$ cat config.mk
export PLATFORM = sky130hd
export DESIGN_NAME = master_port_flat
export DESIGN_NICKNAME = d
export VERILOG_FILES = /design/src/rtl/master_port_if.sv /design/src/rtl/master_port.sv /design/src/flat_wrapper.sv
export SDC_FILE = /design/constraint.sdc
export NUM_CORES = 1
export LEC_CHECK = 0
export CAP_MARGIN = 25
export CORE_AREA = 2 2 122 124
export CTS_BUF_LIST = sky130_fd_sc_hd__clkbuf_4
export CTS_CLUSTER_SIZE = 30
export DETAILED_ROUTE_END_ITERATION = 7
export DIE_AREA = 0 0 124 126
export HOLD_SLACK_MARGIN = 0.12
export PLACE_DENSITY = 0.66
export SLEW_MARGIN = 20
export SYNTH_ARGS = -nofsm -noshare
export SYNTH_HDL_FRONTEND = slang
export SYNTH_SLANG_ARGS = --single-unit
$ cat constraint.sdc
create_clock -name clk -period 2.6 [get_ports clk]
set_clock_uncertainty 0.15 [all_clocks]
set_input_delay 0.52 -clock clk [delete_from_list [all_inputs] [get_ports clk]]
set_output_delay 0.52 -clock clk [all_outputs]
set_load 0.05 [all_outputs]
$ cat src/rtl/master_port_if.sv
// Point-to-point bus between an initiator and a slave port:
// req/cmd/addr/wdata forward, ack/resp/rdata back.
interface master_slave_if #(
    parameter int DATA_WIDTH = 32,
    parameter int ADDR_WIDTH = 32
);
    logic                  req;
    logic                  cmd;
    logic [ADDR_WIDTH-1:0] addr;
    logic [DATA_WIDTH-1:0] wdata;
    logic                  ack;
    logic                  resp;
    logic [DATA_WIDTH-1:0] rdata;

    modport MASTER (
        output req, cmd, addr, wdata,
        input  ack, resp, rdata
    );

    modport SLAVE (
        input  req, cmd, addr, wdata,
        output ack, resp, rdata
    );
endinterface

$ cat src/rtl/master_port.sv
// Bus initiator: issues local commands with a req/ack handshake,
// bounds outstanding reads and returns read data in issue order.
module master_port #(
    parameter int DATA_WIDTH  = 32,
    parameter int ADDR_WIDTH  = 32,
    parameter int MAX_RD      = 4,
    parameter int ACK_TIMEOUT = 64
) (
    input  logic                  clk,
    input  logic                  rst,
    input  logic                  lcl_valid,
    output logic                  lcl_ready,
    input  logic                  lcl_cmd,
    input  logic [ADDR_WIDTH-1:0] lcl_addr,
    input  logic [DATA_WIDTH-1:0] lcl_wdata,
    output logic                  lcl_rvalid,
    output logic [DATA_WIDTH-1:0] lcl_rdata,
    output logic                  err_timeout,
    output logic                  err_spurious,
    master_slave_if.MASTER        master_slave_bus
);
    localparam int CW = $clog2(MAX_RD + 1);
    localparam int TW = $clog2(ACK_TIMEOUT + 1);
    localparam logic [CW-1:0] CMAX  = CW'(MAX_RD);
    localparam logic [TW-1:0] TLAST = TW'(ACK_TIMEOUT - 1);

    typedef enum logic [1:0] {IDLE, REQ, WAIT_ACK, GAP} state_t;

    state_t                state, state_n;
    logic [TW-1:0]         tcnt, tcnt_n;
    logic                  gcnt, gcnt_n;
    logic                  req_q, req_n;
    logic                  tout_n;
    logic                  rd_acc;
    logic                  cmd_q;
    logic [ADDR_WIDTH-1:0] addr_q;
    logic [DATA_WIDTH-1:0] wdata_q;
    logic [CW-1:0]         rd_cnt;
    logic                  resp_d1;
    logic                  hshk;
    logic                  resp_rise;
    logic                  rd_ret;

    assign lcl_ready = (state == IDLE) && !(!lcl_cmd && rd_cnt == CMAX);
    assign hshk      = lcl_valid && lcl_ready;
    assign resp_rise = master_slave_bus.resp && !resp_d1;
    assign rd_ret    = resp_rise && (rd_cnt != '0);

    assign master_slave_bus.req   = req_q;
    assign master_slave_bus.cmd   = cmd_q;
    assign master_slave_bus.addr  = addr_q;
    assign master_slave_bus.wdata = wdata_q;

    always_comb begin
        state_n = state;
        tcnt_n  = tcnt;
        gcnt_n  = gcnt;
        req_n   = req_q;
        tout_n  = 1'b0;
        rd_acc  = 1'b0;
        unique case (state)
            IDLE: begin
                if (hshk) begin
                    state_n = REQ;
                    tcnt_n  = '0;
                    req_n   = 1'b1;
                end
            end
            REQ: begin
                if (tcnt == TLAST) begin
                    state_n = GAP;
                    gcnt_n  = 1'b0;
                    req_n   = 1'b0;
                    tout_n  = 1'b1;
                end else if (!master_slave_bus.ack) begin
                    state_n = WAIT_ACK;
                    tcnt_n  = '0;
                end else begin
                    tcnt_n = tcnt + 1'b1;
                end
            end
            WAIT_ACK: begin
                if (tcnt == TLAST) begin
                    state_n = GAP;
                    gcnt_n  = 1'b0;
                    req_n   = 1'b0;
                    tout_n  = 1'b1;
                end else if (master_slave_bus.ack) begin
                    state_n = GAP;
                    gcnt_n  = 1'b0;
                    req_n   = 1'b0;
                    rd_acc  = !cmd_q;
                end else begin
                    tcnt_n = tcnt + 1'b1;
                end
            end
            GAP: begin
                if (gcnt) state_n = IDLE;
                else      gcnt_n  = 1'b1;
            end
            default: state_n = IDLE;
        endcase
    end

    always_ff @(posedge clk or negedge rst) begin
        if (!rst) begin
            state       <= IDLE;
            tcnt        <= '0;
            gcnt        <= 1'b0;
            req_q       <= 1'b0;
            err_timeout <= 1'b0;
        end else begin
            state       <= state_n;
            tcnt        <= tcnt_n;
            gcnt        <= gcnt_n;
            req_q       <= req_n;
            err_timeout <= tout_n;
        end
    end

    // Acceptance and return in the same cycle cancel out in rd_cnt.
    always_ff @(posedge clk or negedge rst) begin
        if (!rst) begin
            cmd_q        <= 1'b0;
            addr_q       <= '0;
            wdata_q      <= '0;
            rd_cnt       <= '0;
            resp_d1      <= 1'b0;
            lcl_rvalid   <= 1'b0;
            lcl_rdata    <= '0;
            err_spurious <= 1'b0;
        end else begin
            if (hshk) begin
                cmd_q   <= lcl_cmd;
                addr_q  <= lcl_addr;
                wdata_q <= lcl_wdata;
            end
            resp_d1      <= master_slave_bus.resp;
            lcl_rvalid   <= rd_ret;
            err_spurious <= resp_rise && (rd_cnt == '0);
            if (rd_ret) lcl_rdata <= master_slave_bus.rdata;
            rd_cnt <= rd_cnt + CW'(rd_acc) - CW'(rd_ret);
        end
    end
endmodule
$ cat src/flat_wrapper.sv
// flat-port wrapper written by rule: the top's interface ports become plain ports
module master_port_flat 
#(
    parameter int DATA_WIDTH  = 32,
    parameter int ADDR_WIDTH  = 32,
    parameter int MAX_RD      = 4,
    parameter int ACK_TIMEOUT = 64
)
  (clk, rst, lcl_valid, lcl_ready, lcl_cmd, lcl_addr, lcl_wdata, lcl_rvalid, lcl_rdata, err_timeout, err_spurious, master_slave_bus_req, master_slave_bus_cmd, master_slave_bus_addr, master_slave_bus_wdata, master_slave_bus_ack, master_slave_bus_resp, master_slave_bus_rdata);
  master_slave_if #(.DATA_WIDTH(DATA_WIDTH), .ADDR_WIDTH(ADDR_WIDTH)) master_slave_bus_i ();
  input  logic clk;
  input  logic rst;
  input  logic lcl_valid;
  output logic lcl_ready;
  input  logic lcl_cmd;
  input  logic [ADDR_WIDTH-1:0] lcl_addr;
  input  logic [DATA_WIDTH-1:0] lcl_wdata;
  output logic lcl_rvalid;
  output logic [DATA_WIDTH-1:0] lcl_rdata;
  output logic err_timeout;
  output logic err_spurious;
  output wire logic [$bits(master_slave_bus_i.req)-1:0] master_slave_bus_req;
  output wire logic [$bits(master_slave_bus_i.cmd)-1:0] master_slave_bus_cmd;
  output wire logic [$bits(master_slave_bus_i.addr)-1:0] master_slave_bus_addr;
  output wire logic [$bits(master_slave_bus_i.wdata)-1:0] master_slave_bus_wdata;
  input wire logic [$bits(master_slave_bus_i.ack)-1:0] master_slave_bus_ack;
  input wire logic [$bits(master_slave_bus_i.resp)-1:0] master_slave_bus_resp;
  input wire logic [$bits(master_slave_bus_i.rdata)-1:0] master_slave_bus_rdata;
  assign master_slave_bus_req = master_slave_bus_i.req;
  assign master_slave_bus_cmd = master_slave_bus_i.cmd;
  assign master_slave_bus_addr = master_slave_bus_i.addr;
  assign master_slave_bus_wdata = master_slave_bus_i.wdata;
  assign master_slave_bus_i.ack = master_slave_bus_ack;
  assign master_slave_bus_i.resp = master_slave_bus_resp;
  assign master_slave_bus_i.rdata = master_slave_bus_rdata;
  master_port #(.DATA_WIDTH(DATA_WIDTH), .ADDR_WIDTH(ADDR_WIDTH), .MAX_RD(MAX_RD), .ACK_TIMEOUT(ACK_TIMEOUT)) u_core (.clk(clk), .rst(rst), .lcl_valid(lcl_valid), .lcl_ready(lcl_ready), .lcl_cmd(lcl_cmd), .lcl_addr(lcl_addr), .lcl_wdata(lcl_wdata), .lcl_rvalid(lcl_rvalid), .lcl_rdata(lcl_rdata), .err_timeout(err_timeout), .err_spurious(err_spurious), .master_slave_bus(master_slave_bus_i));
endmodule
=== After elaboration in Yosys (flattened, before gate mapping) ===
Cells that the tools add are included.

* Register bits: 115

* Reductions and logical operators: 20
* $add $sub $neg: 3
* Multiplexer cells: 24
* Eq/ne operators: 13

{| class="wikitable"
|+ Operators by type and width
! kind !! count
|-
| 2-to-1 mux 7 bit || 5
|-
| one-hot mux 7 bit (3 select lines) || 1
|-
| 2-to-1 mux 2 bit || 6
|-
| 2-to-1 mux 1 bit || 9
|-
| nonzero test 3 bit || 3
|-
| one-hot mux 2 bit (4 select lines) || 1
|-
| AND reduction 4 bit || 2
|-
| adder 7 x 1 -> 7 bit, second input constant || 1
|-
| == test 7 x 6 -> 1 bit, second input constant || 1
|-
| logical AND 1 bit || 6
|-
| != test 2 x 1 -> 1 bit, second input constant || 3
|-
| != test 2 bit, second input constant || 3
|-
| != test 3 x 2 -> 1 bit, second input constant || 2
|-
| one-hot mux 1 bit (3 select lines) || 2
|-
| AND reduction 5 bit || 1
|-
| == test 2 bit, second input constant || 2
|-
| zero test 1 bit || 4
|-
| adder 3 x 1 -> 3 bit || 1
|-
| == test 3 bit, second input constant || 1
|-
| zero test 3 bit || 1
|-
| AND reduction 3 bit || 1
|-
| subtractor 3 x 1 -> 3 bit || 1
|-
| == test 2 x 1 -> 1 bit, second input constant || 1
|-
| zero test 2 bit || 1
|-
| OR reduction 2 bit || 1
|}

=== Logic depth before layout (Yosys ltp) ===
Gate-level depths: netlist (run 1).

* Depth after elaboration: 7
* Depth in mapped cells: 11
* Depth with buffers taken out: 11

=== Least setup slack after synthesis (run 1) ===
OpenSTA, ideal clock, no wires.

* Path type: register to register
* Start point: register u_core.tcnt[0]
* End point: register u_core.rd_cnt[2]
* Clock period less this slack: 2518 ps
* Arrival: 2239 ps
* Stages on the path, launching flop included: 12
* Setup slack: 82 ps
* Required time: 2321 ps
* Buffers on the path: 0
* Path through: dfrtp_1 ha_1 nand3_2 nor3_2 or3_1 ha_1 inv_1 ha_1 inv_1 fa_1 xnor2_1 xnor2_1

* Longest elaborated chain between the ends: 5

{| class="wikitable"
|+ RTL lines
! what !! line !! source
|-
| start, declared || master_port.sv:30 || <nowiki>logic [TW-1:0] tcnt, tcnt_n;</nowiki>
|-
| start signal, assigned || master_port.sv:114 || <nowiki>tcnt <= tcnt_n;</nowiki>
|-
| == test 7 x 6 -> 1 bit || master_port.sv:83 || <nowiki>if (tcnt == TLAST) begin</nowiki>
|-
| 2-to-1 mux 1 bit || master_port.sv:83 ||
|-
| 2-to-1 mux 1 bit || master_port.sv:61 || <nowiki>unique case (state)</nowiki>
|-
| adder 3 x 1 -> 3 bit || master_port.sv:142 || <nowiki>rd_cnt <= rd_cnt + CW'(rd_acc) - CW'(rd_ret);</nowiki>
|-
| subtractor 3 x 1 -> 3 bit || master_port.sv:142 ||
|-
| end signal, assigned || master_port.sv:142 ||
|-
| end, declared || master_port.sv:38 || <nowiki>logic [CW-1:0] rd_cnt;</nowiki>
|}

No other way between the ends.
A chain may end at the register's enable or synchronous reset.

=== Worst setup path in the final report (run 1) ===
Ends and elaborated chain as after synthesis.

==> run_results.csv, run 1 <==
group,metric,value,unit
timing,max_freq,399,MHz
clock_tree,cts_root_buf,"clkbuf_4",
timing,fin_ws,0.0938,ns
floorplanning,die_area,15600,um^2
timing,grt_setup_unrepaired,"yes",
floorplanning,fp.dieW,124,um
floorplanning,rows,44,
synth,synth.top_cell.area_share,58.6,%
drt,routedWlPerCell,16.2,um
placement,dp.cells,692,
timing,tightestPinTransition,0.562,ns
clock_tree,cts_buffer_depth,2,
synth,syn_area,4910,um^2
synth,synth_ff_type,"dfrtp_1",
global_routing,grt_pass1_wl,18200,um
timing,holdWs,0.220,ns
timing,setup_viol,0,
synth,synthArstFlopShare,100,%
global_routing,antenna_found_initial,2,
floorplanning,core,14300,um^2
clock_tree,insertion_delay,0.52,ns
drt,drt_iter0_markers,139,
floorplanning,io_pins,204,
layout,drive_gt1_share,24.4,%
setup_path,worstPathMaxFanout,3,
synth,synth_edf_count,0,
job,max_cap_violations,0,
synth,avgSynthCellArea,16.4,um^2
synth,synthDistinctLibCells,42,
clock_tree,htree_levels,4,
global_routing,grt_usage,15.4,%
power,leakagePower,3.33,nW
synth,yosys_warnings,0,
drt,dr.pass1.iters,4,
drt,drc,0,
placement,portBuffers,203,
setup_path,cp_slowest_stage_delay,0.41,ns
power,netSwitchingFraction,46.1,%
layout,final_cell_mix,"clkdlybuf4s50_1, dfrtp_1, mux2_4",
placement,globalplace.congestion,0.781,
timing,timing.slew.headroom,62.4,%
global_routing,grt_max_degree,43,
layout,fin_area,7530,um^2
timing,post-route-period-util,96.4,%
global_routing,grt_pass1_vias,3510,
setup_path,crit_path_end_kind,"flip-flop",
drt,ant_nets,0,
synth,synthCells,300,
setup_path,worstPathArrival,2.79,ns
timing,min_period,2.51,ns
floorplanning,initial_core_util,34.3,%
clock_tree,tritoncts,"done",
drt,wl,11800,um
power,power.internal,0.00572,W
synth,yosysSeqAreaShare,58.6,%
status,status,"complete, no violations",
setup_path,rrSetupSlack,0.09,ns
power,p_sw,0.00490,W
setup_path,cp_cell_sequence,"ha_2, nand3_2, nor3_2, or3_1, ha_1, inv_1, ha_1, inv_1, fa_2, xnor2_2, xnor2_1",
setup_path,crit_type,"reg2reg",
synth,ys_top_cells_by_area,"dfrtp_1, mux2_4, mux2_1",
power,pwr-share-seq,28.3,%
setup_path,critPathLaunchType,"flip-flop",
timing,slew_viol_final,0,
layout,final_cells,729,
drt,viasPerCell,4.60,
placement,dp_slack,-0.292,ns
power,ir_worst_vdd,0.719,mV
global_routing,grt_remaining_overflow,0,
setup_path,cp.required,2.88,ns
clock_tree,cts_buffers,17,
setup_path,rr_startpoint,"u_core.tcnt[0]$_DFFE_PN0P_",
setup_path,worstReg2RegEnd,"u_core.rd_cnt[2]$_DFF_PN0_",
clock_tree,clk_pin_slew_worst_paths,0.11,ns
placement,dp_hpwl,8660,um
synth,synth_top_cell_by_area,"dfrtp_1",
timing,hold_viol,0,
layout,area_growth,53.5,%
hold_path,hold_class,"in2async",
layout,fin_nets,642,
placement,place_area,7210,um^2
setup_path,cpMaxStageDelayCell,"dfrtp_1",
synth,ys_ff_latch,115,
layout,final_common_cell,"clkdlybuf4s50_1",
clock_tree,clock-sinks,115,
power,p_per_area,1410,nW/um^2
power,pwr-share-comb,59.7,%
power,clkPwrFrac,12.0,%
layout,fillCellCount,1210,
synth,syn-num-nets,411,
floorplanning,die_y,126,um
drt,vias,3352,
setup_path,worstRegToRegCells,11,
state kept, by name, indices dropped and copies added (netlist names), 2 cells and up:
register,count
u_core.master_slave_bus.wdata,32
u_core.rd_cnt,3
u_core.lcl_rdata,32
u_core.state,2
u_core.tcnt,7
u_core.master_slave_bus.addr,32
layer usage:
| layer | part of all wire (%) | global-route usage (%) |
|---|---|---|
| met3 | 8.7 | 6.79 |
| met1 | 41 | 18.3 |
| met4 | 1.8 | 5.62 |
| met5 | 0.093 | 0 |
| met2 | 49 | 24.5 |
critical path: cells and delay by family, from the launching register on:
kind	cells	cell delay (ns)
buffers and inverters	2	0.11
and+or+nand+nor	3	0.46
DFF	1	0.41
xor gates and xnor gates	2	0.33
adders and majority gates	4	0.96
cells in the mapped netlist (3+ instances only):
library cell    n
nand3_1         3
mux2_1         29
o211ai_1        7
dfrtp_1       115
nand2_1         5
buf_12          6
ha_1            8
mux2_4         50
mux2i_1         3
nor2_1          4
inv_1           8
nand2b_1        5
buf_4           4
mux2_2         20
power by group through the flow:
stage                     Clock (W)  Combinational (W)  Sequential, W
after floorplan                   0            0.00180        0.00550
after global placement            0            0.00626        0.00301
after detailed placement          0            0.00633        0.00304
after CTS                   0.00135            0.00638        0.00301
after global routing        0.00142            0.00663        0.00310
final                       0.00128            0.00634        0.00300
cell families after synthesis:
group	share of synthesized area, %
flops	58.6
mux	27.2
simple gates	3.98
compound gates	3.75
buf+inv	3.67
fa+ha+maj	2.45
xor+xnor	0.357
worst max-delay path by stage:
| stage | start | endpoint | slack [ns] | cells after the start |
|---|---|---|---|---|
| global route | u_core.state[0]$_DFFE_PN0P_ | u_core.rd_cnt[2]$_DFF_PN0_ | -0.05 | 11 |
| floorplan | u_core.tcnt[0]$_DFFE_PN0P_ | u_core.rd_cnt[2]$_DFF_PN0_ | 0.08 | 11 |
| detailed placement | master_slave_bus_ack | u_core.rd_cnt[2]$_DFF_PN0_ | -0.29 | 10 |
| finish | u_core.tcnt[0]$_DFFE_PN0P_ | u_core.rd_cnt[2]$_DFF_PN0_ | 0.09 | 11 |
| CTS | u_core.tcnt[0]$_DFFE_PN0P_ | u_core.rd_cnt[2]$_DFF_PN0_ | 0.003 | 11 |
| global placement | master_slave_bus_ack | u_core.rd_cnt[2]$_DFF_PN0_ | -0.23 | 10 |
metrics by stage:
step / util [%] / power (W) / setup TNS (ns)
after floorplan: - / 0.00730 / 0
after global placement: 50.4 / 0.00927 / -0.322
after detailed placement: 50.4 / 0.00937 / -0.391
after CTS: 52.5 / 0.0107 / 0
after global routing: 52.6 / 0.0112 / -0.0539
final: 52.6 / 0.0106 / 0
area by class of cell:
cell class / count / area (um^2) / share of cell area (%)
diodes: 1 / 2.50 / 0.0332
clock buffers: 18 / 135 / 1.79
clock inverters: 14 / 139 / 1.84
inverters: 8 / 30.0 / 0.399
multi-input cells: 167 / 1870 / 24.8
flip-flops and latches: 115 / 2880 / 38.2
well taps: 184 / 230 / 3.06
repair buffers: 222 / 2250 / 29.8
timing repair:
item                       in CTS  in global routing
pin swaps                       0                  2
hold endpoints to repair      115                  0
setup buffers                   1                  2
gates resized for setup         2                  3
setup endpoints to repair       1                  2
gates cloned                    0                  0
hold buffers                    1                  0
(Power assumes the default switching activity.)
==> run 2, diff against run 1 <==
--- a/config.mk
+++ b/config.mk
@@ -5,7 +5,7 @@
 export SDC_FILE = /design/constraint.sdc
 export NUM_CORES = 1
 export LEC_CHECK = 0
-export CAP_MARGIN = 25
+export CAP_MARGIN = 15
 export CORE_AREA = 2 2 122 124
 export CTS_BUF_LIST = sky130_fd_sc_hd__clkbuf_4
 export CTS_CLUSTER_SIZE = 30
==> results of run 2 <==
Final layout, timing and power as in run 1 (identical DEF).
==> run 3, diff against run 2 <==
--- a/config.mk
+++ b/config.mk
@@ -11,6 +11,7 @@
 export CTS_CLUSTER_SIZE = 30
 export DETAILED_ROUTE_END_ITERATION = 7
 export DIE_AREA = 0 0 124 126
+export GPL_TIMING_DRIVEN = 0
 export HOLD_SLACK_MARGIN = 0.12
 export PLACE_DENSITY = 0.66
 export SLEW_MARGIN = 20
==> constraint.sdc (replaced) <==
create_clock -name clk -period 2.3 [get_ports clk]
set_clock_uncertainty 0.15 [all_clocks]
set_input_delay 0.46 -clock clk [delete_from_list [all_inputs] [get_ports clk]]
set_output_delay 0.46 -clock clk [all_outputs]
set_load 0.05 [all_outputs]
==> run_results.csv, run 3 (synthesized netlist as in run 1, its figures left out) <==
group,metric,value,unit
status,status,"finished with violations",
status,failed_checks,"negative setup slack",
global_routing,met2_usage,27.3,%
layout,fin_nets,649,
timing,tightestPinTransition,0.575,ns
hold_path,hold_class,"in2reg",
global_routing,grt_max_degree,60,
timing,setup_viol,1,
layout,final_cells,734,
setup_path,crit_path_end_kind,"flip-flop",
setup_path,path_buf_inv,3,
global_routing,grt_busiest_layer,"met2",
layout,antenna_cells,0,
clock_tree,cts_buffers,17,
clock_tree,clock-sinks,115,
clock_tree,cts_root_buf,"clkbuf_4",
timing,max_freq,421,MHz
layout,final_cell_mix,"dfrtp_1, dlygate4sd2_1, clkdlybuf4s50_1",
timing,min_period,2.38,ns
drt,ant_nets,0,
timing,slew_viol_final,0,
drt,wl,12000,um
global_routing,grt_pass1_wl,18700,um
timing,timing.slew.headroom,61.7,%
floorplanning,fp.dieW,124,um
floorplanning,die_area,15600,um^2
timing,grt_setup_unrepaired,"yes",
layout,area_growth,53.0,%
power,leakagePower,3.54,nW
global_routing,grt_pass1_vias,3677,
setup_path,crit_type,"reg2reg",
job,max_cap_violations,0,
drt,vias,3348,
setup_path,cp.required,2.56,ns
placement,portBuffers,203,
floorplanning,rows,44,
layout,final_common_cell,"dfrtp_1",
clock_tree,insertion_delay,0.52,ns
global_routing,grt_use_met3,5.39,%
global_routing,grt_remaining_overflow,0,
setup_path,cp_common_cell,"ha_4",
layout,finish.utilization,52.4,%
power,p_per_area,1510,nW/um^2
global_routing,grtUsageMet1,17.6,%
setup_path,crit_family,"adder cells",
global_routing,antenna_found_initial,0,
power,ir_worst_vdd,0.699,mV
floorplanning,die_y,126,um
clock_tree,cts_buffer_depth,2,
setup_path,cp_cell_sequence,"inv_2, ha_4, nand2_2, or3_4, ha_4, inv_4, ha_4, inv_2, fa_2, xnor2_2, xnor2_1",
clock_tree,clk_pin_slew_worst_paths,0.09,ns
setup_path,cp_slowest_stage_delay,0.41,ns
global_routing,grt_usage,15.8,%
placement,dp_hpwl,8700,um
placement,dp_slack,-0.762,ns
placement,dp.cells,688,
setup_path,worstPathMaxFanout,2,
timing,fin_ws,-0.0752,ns
drt,drc,0,
timing,post-route-period-util,103,%
drt,routedWlPerCell,16.3,um
clock_tree,htree_levels,4,
clock_tree,tritoncts,"done",
drt,drt_iter0_markers,91,
drt,dr.pass1.iters,4,
floorplanning,io_pins,204,
power,finalPower,0.0113,W
placement,globalplace.congestion,0.812,
floorplanning,initial_core_util,34.3,%
floorplanning,core,14300,um^2
setup_path,critPathLaunchType,"flip-flop",
timing,hold_viol,0,
setup_path,worstPathArrival,2.63,ns
setup_path,cpMaxStageDelayCell,"dfrtp_1",
layout,drive_gt1_share,26.9,%
drt,viasPerCell,4.56,
==> run 3: changes by cell type in the layout (fill, tap and decap cells not counted), sizes merged, moves of 2 or more <==
cell / delta
clkdlybuf4s50: -101
clkinvlp: -7
buf: +7
clkinv: +5
bufinv: -2
clkbuf: +4
dlygate4sd2: +101
==> run 3: what timing repair did <==
action / CTS / global route
setup endpoints to repair: 104 / 3
setup buffers: 9 / 5
pin swaps: 7 / 2
hold buffers: 1 / 0
gates resized for setup: 120 / 7
hold endpoints to repair: 58 / 0
==> run 3: layout make-up <==
type / instances / area [um^2]
buffer: 10 / 150
clock buffer: 22 / 165
clock inverter: 9 / 41.3
fill: 1228 / 6810
inverter: 8 / 32.5
multi-input combinational: 167 / 1950
sequential: 115 / 2880
tap: 184 / 230
timing repair buffer: 219 / 2050
==> run 3: path summary, 6_finish.rpt <==
kind                                                   from                                      endpoint  slack [ns]  cells past startpoint
min                                   master_slave_bus_resp                      u_core.resp_d1$_DFF_PN0_        0.26                      1
max reg2reg                     u_core.state[0]$_DFFE_PN0P_                    u_core.rd_cnt[2]$_DFF_PN0_       -0.08                     11
min in group asynchronous                               rst              u_core.lcl_rdata[25]$_DFFE_PN0P_        0.32                      2
max                             u_core.state[0]$_DFFE_PN0P_                    u_core.rd_cnt[2]$_DFF_PN0_       -0.08                     11
max in group asynchronous                               rst  u_core.master_slave_bus.addr[22]$_DFFE_PN0P_        1.00                      3
min reg2reg                u_core.lcl_rdata[21]$_DFFE_PN0P_              u_core.lcl_rdata[21]$_DFFE_PN0P_        0.34                      1
==> run 3: stage by stage <==
stage / instance area [um^2] / setup TNS, ns / hold WS, ns
3_5_place_dp: 7220 / -7.14 / 0.326
2_1_floorplan: 4930 / -0.145 / 0.0144
5_1_grt: 7510 / -0.306 / 0.205
3_3_place_gp: 7190 / -447.46 / 0.319
4_1_cts: 7440 / -0.192 / 0.201
6_report: 7510 / -0.0752 / 0.259
==> run 3: routing by layer <==
metal | up-vias | share of wire (%)
li1 | 1556 | -
met1 | 1652 | 39
met2 | 125 | 51
met3 | 15 | 8.2
met4 | 0 | 1.7
met5 | - | 0
==> run 3: power by group <==
part | total (W) | switching [W] | internal [W]
Clock | 0.00118 | 0.000721 | 0.000459
Sequential | 0.00338 | 0.000482 | 0.00290
Combinational | 0.00678 | 0.00428 | 0.00251
Total | 0.0113 | 0.00548 | 0.00587
==> run 3: worst reg2reg max path: stages, from the launching register on <==
cell and delay, ns:
dfrtp_1 0.41, inv_2 0.09, ha_4 0.14, nand2_2 0.05, or3_4 0.39, ha_4 0.23, inv_4 0.05, ha_4 0.12
inv_2 0.03, fa_2 0.34, xnor2_2 0.14, xnor2_1 0.13
